File: src/rtl/vga_pkg.sv
// Shared raster timing constants for the 640x480@60 Hz display path.
// Also exports the packed sync bundle carried through the delay line.
package vga_pkg;

  localparam int H_ACTIVE = 640;
  localparam int H_FP     = 16;
  localparam int H_SYNC   = 96;
  localparam int H_BP     = 48;
  localparam int H_TOTAL  = H_ACTIVE + H_FP + H_SYNC + H_BP;

  localparam int V_ACTIVE = 480;
  localparam int V_FP     = 10;
  localparam int V_SYNC   = 2;
  localparam int V_BP     = 33;
  localparam int V_TOTAL  = V_ACTIVE + V_FP + V_SYNC + V_BP;

  // The font/image ROM map starts right after the frame buffer.
  localparam int SCREEN_PIXELS = H_ACTIVE * V_ACTIVE;

  typedef struct packed {
    logic hsync_n;
    logic vsync_n;
    logic blank_n;
  } sync_t;

  // Idle strobes: both syncs high, blanked.
  localparam sync_t SYNC_IDLE = '{
    hsync_n: 1'b1,
    vsync_n: 1'b1,
    blank_n: 1'b0
  };

endpackage

File: src/rtl/sync_delay.sv
// DEPTH-stage, 3-bit tick-enabled shift register with async reset load.
// Ports: clock, resetn, tick (enable), d (in), q (DEPTH ticks later).
module sync_delay #(
  parameter int         DEPTH = 2,
  parameter logic [2:0] INIT  = 3'b110
) (
  input  logic       clock,
  input  logic       resetn,
  input  logic       tick,
  input  logic [2:0] d,
  output logic [2:0] q
);

  generate
    if (DEPTH == 0) begin : g_bypass
      assign q = d;
    end else begin : g_pipe
      logic [2:0] stage [DEPTH];

      always_ff @(posedge clock or negedge resetn) begin
        if (!resetn) begin
          for (int i = 0; i < DEPTH; i++)
            stage[i] <= INIT;
        end else if (tick) begin
          stage[0] <= d;
          for (int i = 1; i < DEPTH; i++)
            stage[i] <= stage[i-1];
        end
      end

      assign q = stage[DEPTH-1];
    end
  endgenerate

endmodule

File: src/rtl/vga_scan_timing.sv
// Raster counter, pixel address and pipeline-aligned sync/blank strobes.
// Ports: clock, resetn, pixTick in; curAddress/curX/curY/videoOn/syncs/frameStart out.
module vga_scan_timing
  import vga_pkg::*;
#(
  parameter int H_ACTIVE   = vga_pkg::H_ACTIVE,
  parameter int H_FP       = vga_pkg::H_FP,
  parameter int H_SYNC     = vga_pkg::H_SYNC,
  parameter int H_BP       = vga_pkg::H_BP,
  parameter int V_ACTIVE   = vga_pkg::V_ACTIVE,
  parameter int V_FP       = vga_pkg::V_FP,
  parameter int V_SYNC     = vga_pkg::V_SYNC,
  parameter int V_BP       = vga_pkg::V_BP,
  parameter int PIPE_DEPTH = 2
) (
  input  logic        clock,
  input  logic        resetn,
  input  logic        pixTick,
  output logic [18:0] curAddress,
  output logic [9:0]  curX,
  output logic [9:0]  curY,
  output logic        videoOn,
  output logic        hsync_n,
  output logic        vsync_n,
  output logic        blank_n,
  output logic        frameStart
);

  localparam int H_LEN = H_ACTIVE + H_FP + H_SYNC + H_BP;
  localparam int V_LEN = V_ACTIVE + V_FP + V_SYNC + V_BP;

  localparam logic [9:0] H_LAST = 10'(H_LEN - 1);
  localparam logic [9:0] V_LAST = 10'(V_LEN - 1);
  localparam logic [9:0] H_ACT  = 10'(H_ACTIVE);
  localparam logic [9:0] V_ACT  = 10'(V_ACTIVE);
  localparam logic [9:0] HS_ON  = 10'(H_ACTIVE + H_FP);
  localparam logic [9:0] HS_OFF = 10'(H_ACTIVE + H_FP + H_SYNC);
  localparam logic [9:0] VS_ON  = 10'(V_ACTIVE + V_FP);
  localparam logic [9:0] VS_OFF = 10'(V_ACTIVE + V_FP + V_SYNC);

  localparam logic [18:0] ADDR_LAST = 19'(H_ACTIVE * V_ACTIVE - 1);

  logic [9:0]  h_count;
  logic [9:0]  v_count;
  logic [9:0]  h_next;
  logic [9:0]  v_next;
  logic [18:0] addr_count;
  logic        h_wrap;
  logic        v_wrap;
  logic        video_on;
  sync_t       raw;
  sync_t       raw_next;
  sync_t       dly;
  logic        frame_start;

  assign h_wrap   = (h_count == H_LAST);
  assign v_wrap   = (v_count == V_LAST);
  assign video_on = (h_count < H_ACT) && (v_count < V_ACT);

  always_comb begin
    h_next = h_count + 10'd1;
    v_next = v_count;
    if (h_wrap) begin
      h_next = '0;
      v_next = v_wrap ? '0 : v_count + 10'd1;
    end
  end

  // Strobes are decoded from the next count and registered, so the
  // register output lines up with the count it describes.
  always_comb begin
    raw_next.hsync_n = !((h_next >= HS_ON) && (h_next < HS_OFF));
    raw_next.vsync_n = !((v_next >= VS_ON) && (v_next < VS_OFF));
    raw_next.blank_n = (h_next < H_ACT) && (v_next < V_ACT);
  end

  always_ff @(posedge clock or negedge resetn) begin
    if (!resetn) begin
      h_count     <= '0;
      v_count     <= '0;
      addr_count  <= '0;
      raw         <= SYNC_IDLE;
      frame_start <= 1'b0;
    end else begin
      frame_start <= pixTick && h_wrap && v_wrap;
      if (pixTick) begin
        h_count <= h_next;
        v_count <= v_next;
        raw     <= raw_next;
        // Holds through blanking so it already names the next pixel.
        if (video_on)
          addr_count <= (addr_count == ADDR_LAST) ? '0
                      : addr_count + 19'd1;
      end
    end
  end

  sync_delay #(
    .DEPTH (PIPE_DEPTH),
    .INIT  (SYNC_IDLE)
  ) u_sync_delay (
    .clock  (clock),
    .resetn (resetn),
    .tick   (pixTick),
    .d      (raw),
    .q      (dly)
  );

  assign curAddress = addr_count;
  assign curX       = h_count;
  assign curY       = v_count;
  assign videoOn    = video_on;
  assign hsync_n    = dly.hsync_n;
  assign vsync_n    = dly.vsync_n;
  assign blank_n    = dly.blank_n;
  assign frameStart = frame_start;

endmodule

File: config.mk
export PLATFORM = sky130hd
export DESIGN_NAME = vga_scan_timing
export DESIGN_NICKNAME = d
export VERILOG_FILES = /design/src/rtl/vga_pkg.sv /design/src/rtl/sync_delay.sv /design/src/rtl/vga_scan_timing.sv
export SDC_FILE = /design/constraint.sdc
export NUM_CORES = 1
export LEC_CHECK = 0
export ABC_CLOCK_PERIOD_IN_PS = 4400
export BUFFER_PORTS_ARGS = -buffer_cell sky130_fd_sc_hd__buf_2
export CORE_AREA = 2 2 82 84
export CTS_CLUSTER_DIAMETER = 50
export DETAILED_ROUTE_END_ITERATION = 8
export DIE_AREA = 0 0 84 86
export PLACE_DENSITY_LB_ADDON = 0.25
export SLEW_MARGIN = 0
export SYNTH_ARGS = -nofsm -noshare
export SYNTH_HDL_FRONTEND = slang
export SYNTH_SLANG_ARGS = --single-unit
File: constraint.sdc
create_clock -name clock -period 4.4 [get_ports clock]
set_clock_uncertainty 0.15 [all_clocks]
set_input_delay 0.88 -clock clock [delete_from_list [all_inputs] [get_ports clock]]
set_output_delay 0.88 -clock clock [all_outputs]
set_load 0.02 [all_outputs]
# Yosys cells after proc, flatten, opt, wreduce, memory -nomap -nowiden
# Index checks and enable logic that the tools add are counted.
# word_totals
ff_bits	49
in_bits	3
out_inout_bits	44
word_cells	36
# classes
addsub	3
n_lt_le_gt_ge	8
eq_ne	3
mux	4
reduce_logical	9
# ops
operator	n
$lt 10x10->1 const B	3
$lt 10x9->1 const B	3
$mux 10	3
$add 10x1->10 const B	2
$eq 10x10->1 const B	2
$add 19x1->19 const B	1
$eq 19x19->1 const B	1
$mux 19	1
$ge 10x10->1 const B	1
$ge 10x9->1 const B	1
$logic_and 1x1->1	6
$logic_not 1->1	2
$reduce_and 2->1	1

# Depth between registers and ports, before layout
# logic_depth
depth_word	6
depth_mapped	8
mapped_depth_nobuf	7

# Hierarchy
# From an unflattened synthesis, not the netlist that was laid out.
# hier_totals
cells_unflattened	295
area_unflattened_um2	2817.7
# by_module_without_submodules
mod	instances	cells_each	area_per_inst_um2	seq_area_each_um2
vga_scan_timing	1	279	2538.7	1078.5
sync_delay	1	16	279.0	155.1

# Worst setup path before layout
# No wires, ideal clock.
# synth_timing
path_type	in2reg
from	input port pixTick
to	register addr_count[15], in the netlist curAddress[15]
setup_ns	0.120
t_arrival_ns	2.088
required_time_ns	4.130
setup_slack_ns	2.043
path_stages	5
path_buffers	1
path_cell_list	clkbuf_1 -> nand4b_2 -> nor4_1 -> a211oi_1 -> a31o_1
# synth_between
elab_chain_cells	1
# synth_lines
element	line_no	text
from (decl)	vga_scan_timing.sv:18	input logic pixTick,
$reduce_and 2->1 (no source line)	-	
to (signal assigned)	vga_scan_timing.sv:92	addr_count <= (addr_count == ADDR_LAST) ? '0
to (decl)	vga_scan_timing.sv:47	logic [18:0] addr_count;
# Every way passes these cells.
# A chain may end at the register's enable or synchronous reset.

# Worst setup path after layout
# Ends and elaborated chain as after synthesis.

==> metrics.md <==
| Metric | Value |
|---|---|
| Status | finished, final reports clean |
| Skew-Pair Late Insertion Delay | 0.31 ns |
| Syn_nets | 286 |
| CTS tree | done |
| Total global-route track usage | 17.46% |
| Worst-path cell chain | buf_2 > nand4b_2 > nor4_1 > a211oi_1 > a31o_1 |
| Largest net degree at the start of global routing | 28 |
| Slew HR | 58.67% |
| Final period util | 61.96% |
| Mean Syn Cell Area | 10.03 um^2 |
| Root Driver | clkbuf_8 |
| Leakage power figure | 1.432 nW |
| GP Congestion | 0.8367 |
| Final hold violations | 0 |
| Post-cts sizing count | 0 |
| Peak supply drop | 0.1932 mV |
| Yosys reg bits | 49 |
| RSZ-0062 raised after global routing | false |
| Yosys warns | 0 |
| WS Path Type | primary input to flop |
| I/O Buffers | 46 |
| Largest delay contributor family on the critical path | simple AND/OR/NAND/NOR gates |
| Synth Instances | 278 |
| Initial Utilization | 44.43% |
| WP buf/inv | 1 |
| Synth unique cells | 66 |
| Slowest stage cell, crit path | nor4_1 |
| 1st-iter DRT viols | 119 |
| Vias in the first global route | 2160 |
| Crit path DAT | 2.77 ns |
| Initial antenna violation count | 0 |
| Seq/Total Area, Yosys | 44.24% |
| MaxCap Viol Count | 0 |
| Chip height | 86 um |
| Critical Path RT | 4.45 ns |
| Min Clock Period, post-route | 2.726 ns |
| Number of hold buffers added after CTS | 0 |
| CTS Sinks | 49 |
| First-pass GRT wire length | 10290 um |
| Routed len/inst | 15.01 um |
| Grt ovf | 0 |
| Post-DR vias/cell | 5.740 |
| Rows | 29 |
| CTS max path bufs | 2 |
| Setup violations, final | 0 |
| Final TNS setup | 0 ns |
| Clock slew at reported path FFs | 0.09 ns |
| Non-Filler Instances | 393 |
| Pwr dens | 423.6 nW/um^2 |
| Pre-Repair DR Iteration Count | 5 |
| Routed vias | 2256 |
| EDFF count, synth | 0 |
| Crit path depth | 5 |
| Depth of the most critical reg-to-reg path | 5 |
| Worst Path Max Fanout | 25 |
| Pins over their slew limit | 0 |
| Post-CTS Repair Setup Buffers | 0 |
| DIE WIDTH | 84 um |
| H-tree depth | 2 |
| Core Area | 6277 um^2 |
| Syn Std Cell Area | 2789 um^2 |
| FMAX | 0.3668 GHz |
| Antenna Diode Count | 0 |
| Layout cells sized above 1 | 27.85% |
| Ys async rst share | 100.0% |
| Crit path launch type | primary input |
| Hold crit path type | flop to flop |
| R2R Setup Slk | 1.91 ns |
| Ys flop type | dfrtp_1 |
| I/O pin cnt | 47 |
| Crit path largest cell delay | 0.60 ns |
| Post-synthesis to final-layout area growth | 12.65% |
| Final instance area | 3142 um^2 |
| Dpl hpwl | 4175 um |
| Tightest Pin Transition | 0.6143 ns |
| Post-DP Area | 3025 um^2 |
| Utilization after layout | 50.05% |
| Drt total wl | 5897 um |
| Total Nets Final | 323 |
| Worst hold stages | 2 |
| Number of placed instances, taps included | 385 |
| CP endpoint kind | flop |
| TritonCTS Buffers | 5 |
| Die ar. | 7224 um^2 |
| Post-DRT Antenna Nets | 0 |
| Post-route DRC | 0 |
==> path summary, 6_finish.rpt <==
check | from | end
hold reg to reg | raw[0] | raw[0]
setup / recovery | pixTick | curAddress[15]
hold / removal | raw[0] | raw[0]
setup reg to reg | curX[7] | curAddress[15]
min in group asynchronous | resetn | curX[1]
max in group asynchronous | resetn | u_sync_delay.q[1]
==> registers in the layout, summed over array words and instances (netlist names) <==
| signal | count |
|---|---|
| curAddress | 19 |
| curX | 10 |
| curY | 10 |
| frameStart | 1 |
| raw | 3 |
| u_sync_delay.g_pipe.stage | 3 |
| u_sync_delay.q | 3 |
==> through the flow <==
| stage | total power [mW] | worst slack (ns) | hold WS [ns] |
|---|---|---|---|
| 6_report | 1.331 | 1.674 | 0.3559 |
| 5_1_grt | 1.415 | 1.503 | 0.3738 |
| 4_1_cts | 1.350 | 1.676 | 0.3541 |
| 3_5_place_dp | 1.006 | 1.356 | 0.3314 |
| 3_3_place_gp | 0.9963 | 1.446 | 0.3330 |
| 2_1_floorplan | 0.9069 | 2.043 | 0.2909 |
==> Yosys cell counts (all sizes together) (5+ instances only) <==
| cell | number | area (um^2) |
|---|---|---|
| a21oi | 6 | 30.03 |
| and3 | 9 | 57.56 |
| buf | 11 | 75.07 |
| clkbuf | 6 | 22.52 |
| dfrtp | 43 | 1076 |
| dfstp | 6 | 157.7 |
| ha | 5 | 62.56 |
| inv | 7 | 26.28 |
| mux2 | 7 | 78.83 |
| nand2 | 24 | 90.09 |
| nand3 | 8 | 40.04 |
| nand4 | 10 | 77.57 |
| nor2 | 17 | 63.81 |
| nor3 | 14 | 91.34 |
| nor4 | 8 | 68.82 |
| o21ai | 19 | 95.09 |
| or3 | 6 | 50.04 |
| xnor2 | 14 | 122.6 |
| xor2 | 9 | 78.83 |
==> report_power, final <==
group / internal [mW] / leakage, nW / switching, mW
logic: 0.144 / 0.757 / 0.214
registers: 0.512 / 0.617 / 0.124
clock network: 0.185 / 0.0585 / 0.152
==> cells in the final DEF, fill, tap and decap left out, types with 3 or more instances in the layout <==
master / netlist / final
dfrtp_1: 43 / 43
xor2_1: 9 / 9
nand4_1: 9 / 9
clkbuf_8: 0 / 6
o21ai_1: 3 / 3
a31oi_1: 4 / 4
nor4_2: 3 / 3
ha_1: 5 / 5
nor4_1: 5 / 5
nand3_1: 8 / 8
mux2_2: 7 / 7
nor2_1: 17 / 17
dfstp_2: 6 / 6
a21oi_1: 6 / 6
o31ai_1: 4 / 4
and3_1: 8 / 8
o21ai_0: 16 / 16
nand2_1: 24 / 24
inv_1: 7 / 7
xnor2_1: 14 / 14
nor3_1: 11 / 11
buf_2: 6 / 46
==> layout make-up <==
type                            count  area (um^2)
Clock buffer                        7        86.33
Clock inverter                      1        30.03
Fill cell                         606         3136
Inverter                            7        26.28
Multi-Input combinational cell    205         1431
Sequential cell                    49         1234
Tap cell                           77        96.34
Timing Repair Buffer               47        237.7
==> routing by layer <==
layer  global-route usage [%]  vias to the layer above  share of wire (%)
li1                         -                     1096                  -
met1                    22.63                     1094                 47
met2                    29.38                       57                 47
met3                    3.465                        9                4.6
met4                    6.012                        0                1.5
met5                        0                        -                  0
==> cell families (layout without fill, tap and decap cells) <==
kind of cell,Yosys count,count (layout),share of synthesized area [%]
AO/OA/AOI/OAI,53,53,13.06
flip-flops,49,49,44.23
buffers and inverters,24,62,4.441
AND/OR/NAND/NOR,115,115,25.26
adder cells (fa/ha/maj),5,5,2.243
XOR/XNOR,23,23,7.223
multiplexers,9,9,3.544
==> worst min-delay path, cell delays in order, from the launching register on <==
cell and delay [ns]:
dfrtp_1 0.36, nand2_1 0.06, o41ai_1 0.05
No activity file was read; power rests on OpenSTA's default activity.
